**src/rtl/op_stream_checker_pkg.sv**
```systemverilog
// op_stream_checker_pkg: shared state, phase encodings and default width for the op-sequence checker.
package op_stream_checker_pkg;
  localparam int WIDTH_DEF = 32;
  typedef enum logic [1:0] {IDLE, WAIT_ZERO, WAIT_SEED, TRACK} state_t;
  localparam logic [1:0] PH_NEG_A = 2'd0;
  localparam logic [1:0] PH_AND = 2'd1;
  localparam logic [1:0] PH_NEG_R = 2'd2;
  localparam logic [1:0] PH_ADD = 2'd3;
endpackage

```
**src/rtl/op_seq_predict.sv**
```systemverilog
// op_seq_predict: one step of the generator update rule, (phase, seed, register) -> next output.
module op_seq_predict
  import op_stream_checker_pkg::*;
#(
  parameter int WIDTH = WIDTH_DEF
) (
  input  logic [1:0]       phase,
  input  logic [WIDTH-1:0] a,
  input  logic [WIDTH-1:0] m,
  output logic [WIDTH-1:0] y
);
  always_comb
    y = phase == PH_NEG_A ? -a :
        phase == PH_AND   ? a & m :
        phase == PH_NEG_R ? -m : a + m;
endmodule

```
**config.mk**
```make
export PLATFORM = sky130hd
export DESIGN_NAME = op_seq_predict
export DESIGN_NICKNAME = d
export VERILOG_FILES = /design/src/rtl/op_stream_checker_pkg.sv /design/src/rtl/op_seq_predict.sv
export SDC_FILE = /design/constraint.sdc
export NUM_CORES = 1
export LEC_CHECK = 0
export CAP_MARGIN = 20
export CORE_ASPECT_RATIO = 1.4
export CORE_MARGIN = 2
export CORE_UTILIZATION = 51
export DETAILED_ROUTE_END_ITERATION = 10
export PLACE_DENSITY = 0.85
export SYNTH_ARGS = -nofsm -noshare
export SYNTH_HDL_FRONTEND = slang
export SYNTH_SLANG_ARGS = --single-unit
```
**constraint.sdc**
```tcl
create_clock -name vclk -period 5.45
set_input_delay 1.09 -clock vclk [all_inputs]
set_output_delay 1.09 -clock vclk [all_outputs]
set_load 0.02 [all_outputs]
```
**Yosys cells after proc, flatten, opt, wreduce, memory -nomap -nowiden**

Index checks and enable logic that the tools add are counted.

- Add/sub/neg operators: 3
- Eq/ne operators: 2
- Bitwise operators: 1
- Mux-type cells: 3
- Reductions and logical operators: 1

Operators with widths:

| operator | number |
|---|---|
| $mux 32 | 3 |
| $neg 32->32 | 2 |
| $add 32x32->32 | 1 |
| $and 32x32->32 | 1 |
| $eq 2x1->1 const B | 1 |
| $eq 2x2->1 const B | 1 |
| $logic_not 2->1 | 1 |

- Output and inout bits: 32
- Word-level logic and storage cells: 10
- Register bits: 0
- Input bits: 66

**Depth between registers and ports, before layout**

- Depth in word-level cells: 4
- Mapped depth: 11
- Mapped depth without buffers: 11

**Least setup slack after synthesis**

Ideal clock, no wire load.

- Path kind: input to output
- From: input a[0]
- To: output y[30]
- Path slack: 126 ps
- Required time: 4360 ps
- Arrival time: 4234 ps
- Stages on the path: 10
- Cell sequence: ha_1 fa_1 a21o_1 a21oi_1 o21ai_0 a2111oi_2 nor4_1 o311ai_0 a21boi_0 o311ai_0

- Cells in the longest elaborated chain, start to end: 4
- Elaborated cells between the ends (all ways): 5
- Those cells by class: add/sub (2); mux (3)

Ends and longest elaborated chain:

| item | RTL line | text |
|---|---|---|
| start, declared | op_seq_predict.sv:8 | `input logic [WIDTH-1:0] a,` |
| $add 32x32->32 | op_seq_predict.sv:15 | `phase == PH_NEG_R ? -m : a + m;` |
| $mux 32 | op_seq_predict.sv:15 |  |
| $mux 32 | op_seq_predict.sv:14 | `phase == PH_AND ? a & m :` |
| $mux 32 (*) | op_seq_predict.sv:13 | `y = phase == PH_NEG_A ? -a :` |
| end, declared | op_seq_predict.sv:10 | `output logic [WIDTH-1:0] y` |

Every way passes the cells marked *; elsewhere a longest branch is shown, timed or not.

**Final worst setup path**

- From: input a[6]
- To: output y[21]

Same word-level chain as after synthesis.

==> flow_summary.ini <==
[status]
status = finished, final reports clean

[placement]
place_congestion = 0.995
dp_hpwl_um = 11400
io_buffers = 98
placedCellCount = 735

[layout]
regArea_um2 = 0
drive_gt1_share_pct = 27.9
n_sequential_cell = 0
clockBufferCount = 0
area_growth_pct = 59.7
num_antenna_cells = 0
layout.nets = 769
fin_cells = 740
post-route-util_pct = 83.4

[global_routing]
grt.overflow.total = 0
grt_pass1_vias = 4895
grt_max_degree = 29
grt_pass1_wl_um = 22000
antenna_found_initial = 0
grtUsageTotal_pct = 37.2

[logic_synthesis]
yosysWarnings = 0
syn_area_per_cell_um2 = 7.51
synth_top_area_cell = mux4_2
synth_most_common_cell = xnor2_1
synth_cell_types = 59
synth_top_area_share_pct = 15.1
ys_top_cells_by_area = mux4_2, xnor2_1, ha_1
synthesis.area_um2 = 3430
synth_nets = 558
ys_seq_area_share_pct = 0
synth_cells = 457
synth_top_cells_by_count = xnor2_1, nor2_1, nand2_1

[floorplan]
coreArea_um2 = 6570
initial_utilization_pct = 52.2
die_area_um2 = 7410
die_x_um = 73.3
std_cell_rows = 35
die_y_um = 101
num_io_pins = 98

[sta]
maxSlewViolCount = 0
slew_headroom_pct = 57.4
fin_crit_sh_pct = 98.8
max_freq_mhz = 186
hold_violations = 0
setup_viol = 0
rsz0062_at_grt = no
tightest_slew_ns = 0.632
min_period_ns = 5.38

[routing]
detailroute.via_count = 4717
detail_route.wl_per_cell_um = 19.2
antenna_left = 0
drc = 0
drt_iter0_drc = 279
wirelength_um = 14200
via_per_inst = 6.37
firstDrtPassIters = 5

[power]
leakage_nw = 2.30
p_sw_share_pct = 49.1
power_frac_seq_pct = 0
power_density_nw_per_um2 = 109
peakVddDrop_mv = 0.0729
p_comb_share_pct = 100.0
switching_power_w = 0.000292
p_int_w = 0.000302
pwr-share-clk_pct = 0
total_power_w = 0.000595

[critical_path]
end_kind = output pin
worstPathRequired_ns = 4.36
worstPathArrival_ns = 4.29
worst-setup-path-type = primary input to output pin
start_kind = primary input
cp_max_fo = 4

[hold_path]
min_from = phase[1]
holdPathStages = 4
min_to = y[31]
hold_path_class = primary input to output pin

[job]
drv_cap = 0
kinds of logic after synthesis:
kind of cell	after synthesis	share of synthesized area (%)
multiplexers	25	15.7
AND/OR/NAND/NOR	174	25.8
buffers and inverters	30	3.46
AO/OA/AOI/OAI	112	21.4
adder cells (fa/ha/maj)	35	13.0
XOR/XNOR	81	20.7
repair_timing:
item | 4_1_cts | 5_1_grt
gates cloned | 0 | 0
buffers inserted | 2 | 3
hold buffers | 0 | 0
gates resized for setup | 40 | 30
pin swaps | 6 | 15
endpoints found under the setup margin | 20 | 19
layout make-up:
cell class,instances,area (um^2)
Timing Repair Buffer,225,1910
Fill cell,427,1090
Tap cell,74,92.6
Inverter,14,52.6
Multi-Input combinational cell,427,3430
cells in the final DEF (no fill, tap or decap), drive strengths merged, types with 6 or more instances in the layout:
cell	n
or3	15
buf	131
o21ai	24
ha	34
nor2b	8
mux4	23
nand4	6
nor2	43
inv	13
xnor2	49
a21o	11
nand2	38
a21oi	30
dlygate4sd2	11
xor2	32
nor3	21
nor4	13
a31oi	8
nand3	8
clkdlybuf4s50	74
metal layers:
layer | share of wire (%) | global-route usage (%)
met1 | 34 | 36.2
met2 | 54 | 72.3
met3 | 6.3 | 3.70
met4 | 6.4 | 22.1
met5 | 0 | 0
critical path, stage by stage:
cell and delay (ns):
clkdlybuf4s50_1 0.42, buf_4 0.16, or3_1 0.39, nor3_2 0.28, nand3_1 0.22, or3_4 0.42
nor3_1 0.19, xnor2_1 0.10, mux4_2 0.46, clkdlybuf4s50_1 0.56
power groups by stage:
stage                     sequential (W)  clock (W)  combinational (W)
after floorplan                        0          0           0.000297
after global placement                 0          0           0.000558
after detailed placement               0          0           0.000573
after CTS                              0          0           0.000576
after global routing                   0          0           0.000633
final                                  0          0           0.000595
per-stage QoR:
step / hold WS, ns / TNS, ns / instance area, um^2 / setup WS, ns
4_1_cts: 2.96 / 0 / 5410 / 0.00332
6_report: 2.85 / 0 / 5480 / 0.0659
3_5_place_dp: 3.25 / -9.47 / 5350 / -0.913
2_1_floorplan: 2.45 / 0 / 3430 / 0.126
3_3_place_gp: 3.24 / -7.16 / 5350 / -0.767
5_1_grt: 2.94 / 0 / 5480 / 0.00959
worst max path at each step:
stage               from     to  slack (ns)  cells after the start
finish              a[6]  y[21]        0.07                     10
global route        a[6]  y[21]        0.01                     10
CTS                 a[0]  y[22]       0.003                     12
detailed placement  a[0]  y[30]       -0.91                     12
global placement    a[0]  y[28]       -0.77                     13
floorplan           a[0]  y[30]        0.13                     10
Note: power is estimated with default switching activity, not from simulation.
